$ cat src/rtl/axi_sram_slave_if.sv
// AXI4 bus bundle between a crossbar master port and axi_sram_slave.
// Signal suffixes are named from the slave's point of view.
interface axi_sram_slave_if #(
  parameter int ID_W = 8
);
  logic [ID_W-1:0] ARID_i;
  logic [31:0]     ARADDR_i;
  logic [3:0]      ARLEN_i;
  logic [2:0]      ARSIZE_i;
  logic [1:0]      ARBURST_i;
  logic            ARVALID_i;
  logic            ARREADY_o;
  logic [ID_W-1:0] RID_o;
  logic [31:0]     RDATA_o;
  logic [1:0]      RRESP_o;
  logic            RLAST_o;
  logic            RVALID_o;
  logic            RREADY_i;
  logic [ID_W-1:0] AWID_i;
  logic [31:0]     AWADDR_i;
  logic [3:0]      AWLEN_i;
  logic [2:0]      AWSIZE_i;
  logic [1:0]      AWBURST_i;
  logic            AWVALID_i;
  logic            AWREADY_o;
  logic [31:0]     WDATA_i;
  logic [3:0]      WSTRB_i;
  logic            WLAST_i;
  logic            WVALID_i;
  logic            WREADY_o;
  logic [ID_W-1:0] BID_o;
  logic [1:0]      BRESP_o;
  logic            BVALID_o;
  logic            BREADY_i;

  modport slave (
    input  ARID_i, ARADDR_i, ARLEN_i, ARSIZE_i,
    input  ARBURST_i, ARVALID_i, RREADY_i,
    input  AWID_i, AWADDR_i, AWLEN_i, AWSIZE_i,
    input  AWBURST_i, AWVALID_i,
    input  WDATA_i, WSTRB_i, WLAST_i, WVALID_i,
    input  BREADY_i,
    output ARREADY_o, RID_o, RDATA_o, RRESP_o,
    output RLAST_o, RVALID_o, AWREADY_o, WREADY_o,
    output BID_o, BRESP_o, BVALID_o
  );

  modport master (
    output ARID_i, ARADDR_i, ARLEN_i, ARSIZE_i,
    output ARBURST_i, ARVALID_i, RREADY_i,
    output AWID_i, AWADDR_i, AWLEN_i, AWSIZE_i,
    output AWBURST_i, AWVALID_i,
    output WDATA_i, WSTRB_i, WLAST_i, WVALID_i,
    output BREADY_i,
    input  ARREADY_o, RID_o, RDATA_o, RRESP_o,
    input  RLAST_o, RVALID_o, AWREADY_o, WREADY_o,
    input  BID_o, BRESP_o, BVALID_o
  );
endinterface

$ cat src/rtl/axi_sram_slave.sv
// AXI4 slave terminating one crossbar port onto a single-port SRAM.
// Define AXI_SRAM_DECERR_EN to answer out-of-window bursts with DECERR.
module axi_sram_slave #(
  parameter int ID_W     = 8,
  parameter int MEM_AW   = 14,
  parameter int RD_DEPTH = 2
) (
  input  logic              SRAM_CLK_i,
  input  logic              SRAM_RST_i,
  axi_sram_slave_if.slave   s_axi,
  output logic              MEM_CS_o,
  output logic [3:0]        MEM_WE_o,
  output logic [MEM_AW-1:0] MEM_A_o,
  output logic [31:0]       MEM_DI_o,
  input  logic [31:0]       MEM_DO_i
);

  localparam int PW = $clog2(RD_DEPTH);
  localparam int CW = $clog2(RD_DEPTH + 2);

  typedef enum logic [1:0] {
    S_IDLE, S_RD, S_WR, S_RESP
  } state_t;

  state_t            r_st, w_nst;
  logic [ID_W-1:0]   r_id;
  logic [MEM_AW-1:0] r_addr;
  logic [3:0]        r_len, r_beat;
  logic [4:0]        r_iss;
  logic              r_fixed, r_dec, r_err;
  logic              r_last_w, r_infl;
  logic [31:0]       r_buf [RD_DEPTH];
  logic [PW-1:0]     r_wp, r_rp;
  logic [CW-1:0]     r_cnt;

  logic              w_ar, w_aw, w_iss, w_pop;
  logic              w_wfire, w_rv, w_dec;
  logic [31:0]       w_aaddr;
  logic [1:0]        w_burst;

  function automatic logic [PW-1:0] f_inc(
    input logic [PW-1:0] p
  );
    return (p == PW'(RD_DEPTH - 1)) ? '0 : p + 1'b1;
  endfunction

  assign w_rv    = (r_cnt != '0);
  assign w_aaddr = w_ar ? s_axi.ARADDR_i : s_axi.AWADDR_i;
  assign w_burst = w_ar ? s_axi.ARBURST_i : s_axi.AWBURST_i;

`ifdef AXI_SRAM_DECERR_EN
  assign w_dec = |w_aaddr[31:MEM_AW+2];
  logic w_unused;
  assign w_unused = ^{s_axi.ARSIZE_i, s_axi.AWSIZE_i,
                      w_aaddr[1:0]};
`else
  assign w_dec = 1'b0;
  logic w_unused;
  assign w_unused = ^{s_axi.ARSIZE_i, s_axi.AWSIZE_i,
                      w_aaddr[1:0], w_aaddr[31:MEM_AW+2]};
`endif

  always_comb begin
    w_nst   = r_st;
    w_ar    = 1'b0;
    w_aw    = 1'b0;
    w_iss   = 1'b0;
    w_pop   = 1'b0;
    w_wfire = 1'b0;
    unique case (r_st)
      S_IDLE: begin
        // ties alternate; after reset the write side wins first
        w_aw = SRAM_RST_i && s_axi.AWVALID_i &&
               (!s_axi.ARVALID_i || !r_last_w);
        w_ar = SRAM_RST_i && s_axi.ARVALID_i && !w_aw;
        if (w_aw)      w_nst = S_WR;
        else if (w_ar) w_nst = S_RD;
      end
      S_RD: begin
        w_pop = w_rv && s_axi.RREADY_i;
        w_iss = (r_iss <= {1'b0, r_len}) &&
                (r_cnt + CW'(r_infl) <
                 CW'(RD_DEPTH) + CW'(w_pop));
        if (w_pop && r_beat == r_len) w_nst = S_IDLE;
      end
      S_WR: begin
        w_wfire = s_axi.WVALID_i;
        if (w_wfire && r_beat == r_len) w_nst = S_RESP;
      end
      S_RESP: begin
        if (s_axi.BREADY_i) w_nst = S_IDLE;
      end
      default: w_nst = S_IDLE;
    endcase
  end

  always_ff @(posedge SRAM_CLK_i or negedge SRAM_RST_i) begin
    if (!SRAM_RST_i) begin
      r_st     <= S_IDLE;
      r_id     <= '0;
      r_addr   <= '0;
      r_len    <= '0;
      r_beat   <= '0;
      r_iss    <= '0;
      r_fixed  <= 1'b0;
      r_dec    <= 1'b0;
      r_err    <= 1'b0;
      r_last_w <= 1'b0;
      r_infl   <= 1'b0;
      r_wp     <= '0;
      r_rp     <= '0;
      r_cnt    <= '0;
      for (int i = 0; i < RD_DEPTH; i++) r_buf[i] <= '0;
    end else begin
      r_st   <= w_nst;
      r_infl <= w_iss;
      if (w_ar || w_aw) begin
        r_id     <= w_ar ? s_axi.ARID_i : s_axi.AWID_i;
        r_addr   <= w_aaddr[MEM_AW+1:2];
        r_len    <= w_ar ? s_axi.ARLEN_i : s_axi.AWLEN_i;
        r_fixed  <= (w_burst == 2'b00);
        r_dec    <= w_dec;
        r_beat   <= '0;
        r_iss    <= '0;
        r_err    <= 1'b0;
        r_last_w <= w_aw;
      end
      if ((w_iss || w_wfire) && !r_fixed)
        r_addr <= r_addr + MEM_AW'(1);
      if (w_iss) r_iss <= r_iss + 5'd1;
      if (w_pop || w_wfire) r_beat <= r_beat + 4'd1;
      if (w_wfire && (s_axi.WLAST_i != (r_beat == r_len)))
        r_err <= 1'b1;
      // SRAM data lands one cycle after the access
      if (r_infl) begin
        r_buf[r_wp] <= r_dec ? 32'h0 : MEM_DO_i;
        r_wp        <= f_inc(r_wp);
      end
      if (w_pop) r_rp <= f_inc(r_rp);
      r_cnt <= r_cnt + CW'(r_infl) - CW'(w_pop);
    end
  end

  assign s_axi.ARREADY_o = w_ar;
  assign s_axi.AWREADY_o = w_aw;
  assign s_axi.WREADY_o  = (r_st == S_WR);
  assign s_axi.RVALID_o  = w_rv;
  assign s_axi.RDATA_o   = w_rv ? r_buf[r_rp] : 32'h0;
  assign s_axi.RID_o     = r_id;
  assign s_axi.RLAST_o   = w_rv && (r_beat == r_len);
  assign s_axi.RRESP_o   = (w_rv && r_dec) ? 2'b11 : 2'b00;
  assign s_axi.BVALID_o  = (r_st == S_RESP);
  assign s_axi.BID_o     = r_id;
  assign s_axi.BRESP_o   = (r_st != S_RESP) ? 2'b00 :
                           r_dec ? 2'b11 :
                           r_err ? 2'b10 : 2'b00;

  assign MEM_CS_o = !r_dec && (w_iss || w_wfire);
  assign MEM_WE_o = (!r_dec && w_wfire) ? s_axi.WSTRB_i : 4'h0;
  assign MEM_A_o  = r_addr;
  assign MEM_DI_o = w_wfire ? s_axi.WDATA_i : 32'h0;

endmodule

$ cat src/flat_wrapper.sv
// flat-port wrapper written by rule: the top's interface ports become plain ports
module axi_sram_slave_flat 
#(
  parameter int ID_W     = 8,
  parameter int MEM_AW   = 14,
  parameter int RD_DEPTH = 2
)
  (SRAM_CLK_i, SRAM_RST_i, MEM_CS_o, MEM_WE_o, MEM_A_o, MEM_DI_o, MEM_DO_i, s_axi_ARID_i, s_axi_ARADDR_i, s_axi_ARLEN_i, s_axi_ARSIZE_i, s_axi_ARBURST_i, s_axi_ARVALID_i, s_axi_RREADY_i, s_axi_AWID_i, s_axi_AWADDR_i, s_axi_AWLEN_i, s_axi_AWSIZE_i, s_axi_AWBURST_i, s_axi_AWVALID_i, s_axi_WDATA_i, s_axi_WSTRB_i, s_axi_WLAST_i, s_axi_WVALID_i, s_axi_BREADY_i, s_axi_ARREADY_o, s_axi_RID_o, s_axi_RDATA_o, s_axi_RRESP_o, s_axi_RLAST_o, s_axi_RVALID_o, s_axi_AWREADY_o, s_axi_WREADY_o, s_axi_BID_o, s_axi_BRESP_o, s_axi_BVALID_o);
  axi_sram_slave_if #(.ID_W(ID_W)) s_axi_i ();
  input  logic SRAM_CLK_i;
  input  logic SRAM_RST_i;
  output logic MEM_CS_o;
  output logic [3:0] MEM_WE_o;
  output logic [MEM_AW-1:0] MEM_A_o;
  output logic [31:0] MEM_DI_o;
  input  logic [31:0] MEM_DO_i;
  input wire logic [$bits(s_axi_i.ARID_i)-1:0] s_axi_ARID_i;
  input wire logic [$bits(s_axi_i.ARADDR_i)-1:0] s_axi_ARADDR_i;
  input wire logic [$bits(s_axi_i.ARLEN_i)-1:0] s_axi_ARLEN_i;
  input wire logic [$bits(s_axi_i.ARSIZE_i)-1:0] s_axi_ARSIZE_i;
  input wire logic [$bits(s_axi_i.ARBURST_i)-1:0] s_axi_ARBURST_i;
  input wire logic [$bits(s_axi_i.ARVALID_i)-1:0] s_axi_ARVALID_i;
  input wire logic [$bits(s_axi_i.RREADY_i)-1:0] s_axi_RREADY_i;
  input wire logic [$bits(s_axi_i.AWID_i)-1:0] s_axi_AWID_i;
  input wire logic [$bits(s_axi_i.AWADDR_i)-1:0] s_axi_AWADDR_i;
  input wire logic [$bits(s_axi_i.AWLEN_i)-1:0] s_axi_AWLEN_i;
  input wire logic [$bits(s_axi_i.AWSIZE_i)-1:0] s_axi_AWSIZE_i;
  input wire logic [$bits(s_axi_i.AWBURST_i)-1:0] s_axi_AWBURST_i;
  input wire logic [$bits(s_axi_i.AWVALID_i)-1:0] s_axi_AWVALID_i;
  input wire logic [$bits(s_axi_i.WDATA_i)-1:0] s_axi_WDATA_i;
  input wire logic [$bits(s_axi_i.WSTRB_i)-1:0] s_axi_WSTRB_i;
  input wire logic [$bits(s_axi_i.WLAST_i)-1:0] s_axi_WLAST_i;
  input wire logic [$bits(s_axi_i.WVALID_i)-1:0] s_axi_WVALID_i;
  input wire logic [$bits(s_axi_i.BREADY_i)-1:0] s_axi_BREADY_i;
  output wire logic [$bits(s_axi_i.ARREADY_o)-1:0] s_axi_ARREADY_o;
  output wire logic [$bits(s_axi_i.RID_o)-1:0] s_axi_RID_o;
  output wire logic [$bits(s_axi_i.RDATA_o)-1:0] s_axi_RDATA_o;
  output wire logic [$bits(s_axi_i.RRESP_o)-1:0] s_axi_RRESP_o;
  output wire logic [$bits(s_axi_i.RLAST_o)-1:0] s_axi_RLAST_o;
  output wire logic [$bits(s_axi_i.RVALID_o)-1:0] s_axi_RVALID_o;
  output wire logic [$bits(s_axi_i.AWREADY_o)-1:0] s_axi_AWREADY_o;
  output wire logic [$bits(s_axi_i.WREADY_o)-1:0] s_axi_WREADY_o;
  output wire logic [$bits(s_axi_i.BID_o)-1:0] s_axi_BID_o;
  output wire logic [$bits(s_axi_i.BRESP_o)-1:0] s_axi_BRESP_o;
  output wire logic [$bits(s_axi_i.BVALID_o)-1:0] s_axi_BVALID_o;
  assign s_axi_i.ARID_i = s_axi_ARID_i;
  assign s_axi_i.ARADDR_i = s_axi_ARADDR_i;
  assign s_axi_i.ARLEN_i = s_axi_ARLEN_i;
  assign s_axi_i.ARSIZE_i = s_axi_ARSIZE_i;
  assign s_axi_i.ARBURST_i = s_axi_ARBURST_i;
  assign s_axi_i.ARVALID_i = s_axi_ARVALID_i;
  assign s_axi_i.RREADY_i = s_axi_RREADY_i;
  assign s_axi_i.AWID_i = s_axi_AWID_i;
  assign s_axi_i.AWADDR_i = s_axi_AWADDR_i;
  assign s_axi_i.AWLEN_i = s_axi_AWLEN_i;
  assign s_axi_i.AWSIZE_i = s_axi_AWSIZE_i;
  assign s_axi_i.AWBURST_i = s_axi_AWBURST_i;
  assign s_axi_i.AWVALID_i = s_axi_AWVALID_i;
  assign s_axi_i.WDATA_i = s_axi_WDATA_i;
  assign s_axi_i.WSTRB_i = s_axi_WSTRB_i;
  assign s_axi_i.WLAST_i = s_axi_WLAST_i;
  assign s_axi_i.WVALID_i = s_axi_WVALID_i;
  assign s_axi_i.BREADY_i = s_axi_BREADY_i;
  assign s_axi_ARREADY_o = s_axi_i.ARREADY_o;
  assign s_axi_RID_o = s_axi_i.RID_o;
  assign s_axi_RDATA_o = s_axi_i.RDATA_o;
  assign s_axi_RRESP_o = s_axi_i.RRESP_o;
  assign s_axi_RLAST_o = s_axi_i.RLAST_o;
  assign s_axi_RVALID_o = s_axi_i.RVALID_o;
  assign s_axi_AWREADY_o = s_axi_i.AWREADY_o;
  assign s_axi_WREADY_o = s_axi_i.WREADY_o;
  assign s_axi_BID_o = s_axi_i.BID_o;
  assign s_axi_BRESP_o = s_axi_i.BRESP_o;
  assign s_axi_BVALID_o = s_axi_i.BVALID_o;
  axi_sram_slave #(.ID_W(ID_W), .MEM_AW(MEM_AW), .RD_DEPTH(RD_DEPTH)) u_core (.SRAM_CLK_i(SRAM_CLK_i), .SRAM_RST_i(SRAM_RST_i), .s_axi(s_axi_i), .MEM_CS_o(MEM_CS_o), .MEM_WE_o(MEM_WE_o), .MEM_A_o(MEM_A_o), .MEM_DI_o(MEM_DI_o), .MEM_DO_i(MEM_DO_i));
endmodule
$ cat config.mk
export PLATFORM = sky130hd
export DESIGN_NAME = axi_sram_slave_flat
export DESIGN_NICKNAME = d
export VERILOG_FILES = /design/src/rtl/axi_sram_slave_if.sv /design/src/rtl/axi_sram_slave.sv /design/src/flat_wrapper.sv
export SDC_FILE = /design/constraint.sdc
export NUM_CORES = 1
export LEC_CHECK = 0
export BUFFER_PORTS_ARGS = -buffer_cell sky130_fd_sc_hd__buf_2
export CORE_MARGIN = 5
export CORE_UTILIZATION = 35
export DETAILED_ROUTE_END_ITERATION = 8
export GPL_TIMING_DRIVEN = 0
export PLACE_DENSITY = 0.69
export SLEW_MARGIN = 5
export SYNTH_ARGS = -nofsm -noshare
export SYNTH_HDL_FRONTEND = slang
export SYNTH_SLANG_ARGS = --single-unit
export TNS_END_PERCENT = 5
$ cat constraint.sdc
create_clock -name SRAM_CLK_i -period 3.7 [get_ports SRAM_CLK_i]
set_input_delay 0.555 -clock SRAM_CLK_i [delete_from_list [all_inputs] [get_ports SRAM_CLK_i]]
set_output_delay 0.555 -clock SRAM_CLK_i [all_outputs]
set_load 0.02 [all_outputs]
Word level (Yosys, flattened, before mapping) --
Cells that the tools add are included.
Storage, ports and cells: register bits after elaboration 109, output and inout bits 109, logic and storage cells 104
Cells by class: add/subtract/negate cells 8, $lt $le $gt $ge 5, equality and inequality tests 10, multiplexer cells 36, bitwise logic cells 2, reduce and logical (&&, ||, !) cells 28
Operators with widths (count):
- two-way mux 32 bit | 6
- bitwise mux 64 bit | 1
- demux 32 bit (select 1 bit) | 1
- two-way mux 14 bit | 2
- two-way mux 16 bit | 1
- two-way mux 2 bit | 8
- two-way mux 4 bit | 4
- adder 14 x 1 -> 14 bit, second input constant | 1
- logical AND 1 bit | 12
- two-way mux 5 bit | 2
- nonzero test 2 bit | 5
- two-way mux 1 bit | 9
- two-way mux 8 bit | 1
- case mux 2 bit (4 select lines) | 1
- adder 5 x 1 -> 5 bit, second input constant | 1
- <= comparator 5 x 4 -> 1 bit | 1
- adder 4 x 1 -> 4 bit, second input constant | 1
- equality test 2 bit, second input constant | 2
- equality test 4 bit | 1
- greater-or-equal comparator 2 bit, second input constant | 2
- zero test 1 bit | 4
- zero test 2 bit | 2
- logical OR 1 bit | 4
- != test 2 x 1 -> 1 bit, second input constant | 2
- 12 further kinds | 15

Depth between registers and ports, before layout --
Gate-level depths: netlist of the first run.
depth after elaboration 9, depth in mapped cells 9, mapped depth without buffers 7

Worst setup path before layout of the first run --
Ideal clock, no wire load.
path kind flip-flop to flip-flop, start reg u_core.r_iss[3], end reg u_core.r_addr[4], in the netlist u_core.MEM_A_o[4], library setup time 0.130 ns, data arrival time 2.201 ns, required time 3.570 ns, setup slack 1.369 ns, stages on the path, launching flop included 9, buffers on the path 2, cell sequence dfrtp_1 ha_1 nand3_1 or3b_1 buf_2 a311o_1 buf_6 or3_1 nor3b_2
On the way: longest elaborated chain between the ends 6, elaborated cells between the ends (all ways) 7
Ends and longest elaborated chain:
- start: declaration | line axi_sram_slave.sv:29 | logic [4:0] r_iss;
- start signal: assignment | line axi_sram_slave.sv:130 | if (w_iss) r_iss <= r_iss + 5'd1;
- <= comparator 5 x 4 -> 1 bit (*) | line axi_sram_slave.sv:81 | w_iss = (r_iss <= {1'b0, r_len}) &&
- logical AND 1 bit (*) | line axi_sram_slave.sv:81
- two-way mux 1 bit (*) | line axi_sram_slave.sv:70 | unique case (r_st)
- logical OR 1 bit (*) | line axi_sram_slave.sv:128 | if ((w_iss || w_wfire) && !r_fixed)
- logical AND 1 bit (*) | line axi_sram_slave.sv:128
- two-way mux 14 bit or nonzero test 2 bit (tied branches)
- end signal: assignment | line axi_sram_slave.sv:119 | r_addr <= w_aaddr[MEM_AW+1:2];
- end signal: assignment | line axi_sram_slave.sv:129 | r_addr <= r_addr + MEM_AW'(1);
- end: declaration | line axi_sram_slave.sv:27 | logic [MEM_AW-1:0] r_addr;
Mark *: on every way between the ends. The rest lies on a longest branch, timed or not. A chain may end at the register's enable or synchronous reset.

Worst setup path after layout of the first run --
start in SRAM_RST_i, end out s_axi_AWREADY_o
On the way: longest elaborated chain between the ends 3
Ends and longest elaborated chain:
- start: declaration | line flat_wrapper.sv:11 | input logic SRAM_RST_i;
- logical AND 1 bit (2 in a row) | line axi_sram_slave.sv:73 | w_aw = SRAM_RST_i && s_axi.AWVALID_i &&
- two-way mux 1 bit | line axi_sram_slave.sv:70
- end: declaration | line flat_wrapper.sv:41 | output wire logic [$bits(s_axi_i.AWREADY_o)-1:0] s_axi_AWREADY_o;
Every way passes these cells.

==> run_results.csv, run 1 <==
group,metric,value,unit
run_status,status,"complete, no violations",
floorplanning,core_area,16400,µm²
cts,cts.path.max_buffers,2,
sta,maxSlewViolCount,0,
placed_design,post-place-ws,243,ps
sta,tightest_slew,880,ps
sta,setup_ws,311,ps
drt,antenna_left,0,
synth,synth_top_area_share,0.470,
synth,yosysMostFrequentCell,"dfrtp_1",
cts,clock-sinks,109,
placed_design,gp_congestion,0.820,
layout,diodes,0,
synth,synth_top_area_cell,"dfrtp_1",
floorplanning,floorplan.initialDensity,0.354,
sta,max_freq,295,MHz
min_path,worst_hold_path_type,"input pin to asynchronous set/reset pin",
cts,clk_latency,350,ps
synth,syn_avg_cell_area,10.4,µm²
synth,synth_edf_count,0,
global_route,grt_pass1_vias,5057,
floorplanning,die_w,139,µm
global_route,overflow,0,
cts,cts_tree,"yes",
sta,period_share,0.916,
sta,hold_violations,0,
synth,ys_seq_area_frac,0.470,
synth,synth_area,5810,µm²
worst_setup_path,reg2reg_setup_slack,1030,ps
worst_setup_path,cp.arrival,2830,ps
cts,post_cts_buffers,0,
synth,yosys-top-cells-area,"dfrtp_1 47%, mux2_2 13%, mux2i_1 6.0%, and2_1 4.3%, nor2_1 3.7%",
drt,via_per_inst,4.78,
synth,post_synth_fa_ha_maj_area_fraction,0.0194,
sta,fin_tns_setup,0,ps
drt,finalWirelength,15.5,mm
worst_setup_path,cp_slowest_cell,"buf_1",
placed_design,dp_hpwl,12.0,mm
floorplanning,fp.dieH,139,µm
cts,cts_hold_buf,0,
synth,synth-main-ff-cell,"dfrtp_1",
synth,yosys_register_bits,109,
global_route,grt_usage,0.162,
synth,synth_common_cells,"109 x dfrtp_1, 66 x mux2_2, 57 x nor2_1, 50 x nand2_1, 40 x and2_1",
synth,synth_xor_area_frac,0.0196,
sta,maxSlewHeadroom,0.413,
synth,synth_simple_gate_area_frac,0.159,
synth,synthMuxAreaShare,0.188,
layout,syn_to_final_growth,30.8,%
worst_setup_path,cp.required,3140,ps
layout,final_util,0.463,
floorplanning,io_pins,283,
placed_design,port_buffers,237,
power,p_per_area,876,nW/µm²
worst_setup_path,worstSetupEndpointType,"output port",
drt,num_vias,4955,
cts,numCtsBuffers,9,
synth,synthArstFlopShare,1.00,
floorplanning,rows,47,
power,p_leak,3.80,nW
layout,drive_gt1_frac,0.418,
worst_setup_path,crit_chain,"buf_6 > buf_16 > nor3b_1 > nand3_1 > inv_1 > buf_1 > buf_2",
synth,yosysWarnings,0,
drt,drt_pass1_iterations,7,
synth,synth_top_family_by_area,"multiplexers",
cts,cts_root_buffer,"clkbuf_16",
cts,clk_pin_slew,80,ps
sta,rsz0062_at_grt,"no",
worst_setup_path,cpPeakStageDelay,440,ps
sta,final.setup_skew,9.34,ps
worst_setup_path,startpoint_type,"input pin",
drt,drc,0,
worst_setup_path,path_max_fanout,72,
global_route,grt_antenna_before_repair,0,
layout,n_fill_cell,1557,
layout,finalNonFillerCells,1036,
job,max_cap_violations,0,
global_route,grt_pass1_wl,25.9,mm
layout,num-nets-final,994,
synth,synth_cell_types,54,
cts,cts_resized,0,
synth,syn-instance-count,560,
power,peakVddDrop,0.488,mV
drt,drt-wirelength-per-cell,15.0,µm
cts,htreeDepth,3,
sta,finalWorstPathRequiredPeriod,3390,ps
floorplanning,dieArea,19300,µm²
placed_design,place_inst,1020,
global_route,grt_max_degree,73,
sta,setup_viol,0,
drt,drt-initial-drc-count,213,
synth,synth_compound_area_frac,0.0946,
worst_setup_path,criticalPathCategory,"input pin to output port",
[power by group]
part,switching (mW),internal [mW],leakage [nW]
Sequential,0.408,1.78,1.30
Combinational,2.01,1.50,2.35
Clock,0.468,0.488,0.147
[through the flow]
stage | hold slack [ps] | power, mW | cell area [µm²]
after floorplan | 259 | 4.65 | 5820
after global placement | 476 | 5.70 | 7280
after detailed placement | 490 | 5.76 | 7310
after CTS | 105 | 6.75 | 7600
after global routing | 119 | 7.19 | 7600
final | 104 | 6.66 | 7600
[critical path, delay by kind of cell]
family	cells	cell delay (ps)
and+or+nand+nor	2	630
buffers and inverters	5	1580
[final cells by class]
class	count	area, µm²	area share
clock buffers	10	239	0.0314
plain buffers	44	226	0.0298
repair buffers	238	1220	0.161
well taps	220	275	0.0362
inverters	15	56.3	0.00741
flip-flops and latches	109	2730	0.359
multi-input cells	394	2810	0.369
clock inverters	6	50.0	0.00659
[final timing paths]
path,startpoint,to,cells past startpoint
setup reg to reg,u_core.r_len[2]$_DFFE_PN0P_,u_core.MEM_A_o[5]$_DFFE_PN0P_,9
min in group SRAM_CLK_i,s_axi_BREADY_i,u_core.r_st[1]$_DFFE_PN0P_,2
hold reg to reg,u_core.r_wp$_DFFE_PN0P_,u_core.r_wp$_DFFE_PN0P_,1
hold / removal,SRAM_RST_i,u_core.MEM_A_o[7]$_DFFE_PN0P_,1
setup / recovery,SRAM_RST_i,s_axi_AWREADY_o,7
max in group asynchronous,SRAM_RST_i,u_core.r_buf[6]$_DFFE_PN0P_,2
[metal layers]
layer  vias up  routed length [µm]  GRT usage
met5         -                   0          0
met4         0                 196     0.0417
met3        15                1190     0.0514
met2       187                7070      0.255
met1      2313                7050      0.218
li1       2440                   -          -
[sequential cells by signal, indices dropped and copies added (netlist names)]
| name | flops |
|---|---|
| u_core.r_err | 1 |
| u_core.r_last_w | 1 |
| u_core.r_fixed | 1 |
| u_core.r_buf | 64 |
| u_core.r_st | 2 |
| u_core.r_rp | 1 |
| u_core.s_axi.BID_o | 8 |
| u_core.r_beat | 4 |
| u_core.r_cnt | 2 |
| u_core.r_infl | 1 |
| u_core.r_wp | 1 |
| u_core.r_len | 4 |
| u_core.MEM_A_o | 14 |
| u_core.r_iss | 5 |
[layout by cell type, fill, tap and decap left out, types with 3 or more instances in the layout]
cell type  netlist  final
buf_2            1    237
dfrtp_1        109    109
mux2_2          66     66
nor2_1          57     57
nand2_1         50     50
and2_1          40     40
mux2i_1         35     35
clkbuf_1        20     20
inv_1           15     15
a31oi_1         15     15
o21ai_0         14     14
buf_4           12     12
nand3_1         10     10
xnor2_1          9      9
buf_1            9      9
ha_1             9      9
clkbuf_16        0      9
a21oi_1          7      7
nor3_1           6      6
a22oi_1          5      5
a22o_1           5      5
nor2b_1          4      4
o21a_1           4      4
xor2_1           4      4
o22ai_1          4      4
nand4_1          3      3
or3_1            3      3
buf_6            2      3
and4_1           3      3
o211ai_1         3      3
o21ai_1          3      3
conb_1           1      3
[cells by family (layout without fill, tap and decap cells)]
family	after synthesis	count (layout)
xor gates and xnor gates	13	13
DFF	109	109
adders and majority gates	9	9
other	1	3
muxes	101	101
and+or+nand+nor	189	189
AOI/OAI and AO/OA	79	79
buffers and inverters	59	313
(Power assumes the default switching activity.)
==> run 2: changes to the inputs <==
- CORE_UTILIZATION: 35 -> 40
- PLACE_DENSITY: 0.69 -> 0.76
==> run 2 against run 1 <==
Effect of this change: combinational power about the same; cell area down 0.79%; die area shrank 12%; non-clock buffer count stayed put; total power is 0.49% lower; sequential power is essentially flat; maximum frequency up 1.9%; sequential share of layout area grew 0.29 points; wire length up 0.57%; hold slack improved by 1.9 ps; global-route usage up 1.5 points; critical path type unchanged; largest cell class unchanged; largest power group unchanged; highest routed layer unchanged.
==> run_results.csv, run 2 (synthesis gave the netlist of run 1 again) <==
group,metric,value,unit
drt,finalWirelength,15.6,mm
power,total_power,6.63,mW
sta,finalWorstPathRequiredPeriod,3320,ps
cts,cts.path.max_buffers,2,
layout,largest_reg_flops,64,
worst_setup_path,worstSetupEndpoint,"s_axi_ARREADY_o",
cts,cts_root_buffer,"clkbuf_16",
floorplanning,dieArea,17000,µm²
sta,rsz0062_at_grt,"no",
worst_setup_path,cp.arrival,2770,ps
worst_setup_path,startpoint_type,"input pin",
power,swShare,0.435,
drt,drt-initial-drc-count,249,
layout,layout_commonest_cell,"buf_2",
drt,drc,0,
cts,clk_latency,350,ps
global_route,grt_pass1_vias,4853,
floorplanning,core_area,14400,µm²
sta,tightest_slew,897,ps
layout,syn_to_final_growth,29.8,%
placed_design,place_inst,984,
cts,clk_pin_slew,70,ps
power,combinationalPowerShare,0.530,
layout,regMostFlops,"u_core.r_buf",
layout,n_fill_cell,1323,
worst_setup_path,worstSetupEndpointType,"output port",
placed_design,dp_hpwl,12.3,mm
placed_design,port_buffers,237,
cts,clock-sinks,109,
cts,cts_hold_buf,0,
layout,drive_gt1_frac,0.417,
sta,fin_hold_ws,106,ps
worst_setup_path,cp.required,3140,ps
layout,diodes,0,
global_route,grt_antenna_before_repair,0,
sta,period_share,0.899,
floorplanning,die_w,131,µm
sta,final.setup_skew,9.48,ps
global_route,grt_max_degree,74,
placed_design,gp_congestion,0.895,
global_route,overflow,0,
layout,num-nets-final,994,
power,pwr-share-seq,0.333,
power,p_leak,3.78,nW
cts,cts_tree,"yes",
floorplanning,io_pins,283,
sta,maxSlewHeadroom,0.402,
sta,hold_violations,0,
min_path,worst_hold_path_type,"input pin to asynchronous set/reset pin",
global_route,grt_pass1_wl,24.1,mm
layout,final_cell_mix,"237 x buf_2, 109 x dfrtp_1, 66 x mux2_2",
worst_setup_path,worst_r2r_path_depth,9,
global_route,grt_usage,0.177,
drt,drt-wirelength-per-cell,15.6,µm
layout,finalNonFillerCells,999,
worst_setup_path,criticalPathCategory,"input pin to output port",
power,peakVddDrop,0.431,mV
floorplanning,rows,44,
drt,via_per_inst,5.00,
power,intPower,3.74,mW
cts,htreeDepth,3,
sta,maxSlewViolCount,0,
drt,num_vias,4996,
run_status,status,"complete, no violations",
cts,post_cts_buffers,0,
drt,drt_pass1_iterations,4,
worst_setup_path,crit_start,"SRAM_RST_i",
worst_setup_path,reg2reg_setup_slack,990,ps
power,p_per_area,879,nW/µm²
worst_setup_path,rr_startpoint,"u_core.r_len[3]$_DFFE_PN0P_",
cts,numCtsBuffers,9,
worst_setup_path,rr_endpoint,"u_core.MEM_A_o[5]$_DFFE_PN0P_",
job,max_cap_violations,0,
floorplanning,fp.dieH,131,µm
worst_setup_path,path_max_fanout,73,
sta,setup_viol,0,
sta,max_freq,301,MHz
sta,fin_tns_setup,0,ps
power,clockPowerShare,0.136,
power,p_switching,2.88,mW
cts,cts_resized,0,
drt,antenna_left,0,
floorplanning,floorplan.initialDensity,0.404,
run 2: worst max-delay path: stages:
cell and delay [ps]:
buf_6 320, buf_16 340, nor3b_1 360, nand3_1 330
inv_1 150, clkbuf_1 380, buf_2 260
run 2: power by group through the flow:
stage / Sequential, mW / Combinational [mW] / Clock (mW)
final: 2.21 / 3.51 / 0.904
after global routing: 2.29 / 3.87 / 0.969
after CTS: 2.21 / 3.56 / 0.928
after detailed placement: 2.22 / 3.56 / 0
after global placement: 2.20 / 3.49 / 0
after floorplan: 2.25 / 2.40 / 0
run 2: worst min-delay path by stage:
| stage | from | to | cells after the start |
|---|---|---|---|
| after floorplan | SRAM_RST_i | u_core.MEM_A_o[0]$_DFFE_PN0P_ | 0 |
| after global placement | u_core.r_wp$_DFFE_PN0P_ | u_core.r_wp$_DFFE_PN0P_ | 1 |
| after detailed placement | u_core.r_wp$_DFFE_PN0P_ | u_core.r_wp$_DFFE_PN0P_ | 1 |
| after CTS | SRAM_RST_i | u_core.r_buf[50]$_DFFE_PN0P_ | 1 |
| after global routing | SRAM_RST_i | u_core.r_buf[48]$_DFFE_PN0P_ | 1 |
| final | SRAM_RST_i | u_core.r_buf[13]$_DFFE_PN0P_ | 1 |
run 2: area by class of cell:
cell class	instances	area, µm²	area share
multi-input combinational	394	2810	0.372
clock inverter	6	48.8	0.00647
timing repair buffer	238	1220	0.162
sequential	109	2730	0.362
inverter	15	56.3	0.00747
tap	184	230	0.0305
clock buffer	9	225	0.0299
buffer	44	226	0.0300
run 2: routing by layer:
metal	track usage	vias up	share of wire
met3	0.0407	13	0.077
met5	0	-	0
met1	0.246	2345	0.45
li1	-	2444	-
met4	0.0538	0	0.013
met2	0.278	194	0.46
run 2: through the flow:
step / utilization / setup slack (ps) / cell area (µm²)
after global routing: 0.525 / 94.5 / 7540
after CTS: 0.525 / 339 / 7540
final: 0.525 / 376 / 7540
after detailed placement: 0.506 / 343 / 7270
after global placement: 0.503 / -808 / 7230
after floorplan: - / 1370 / 5820
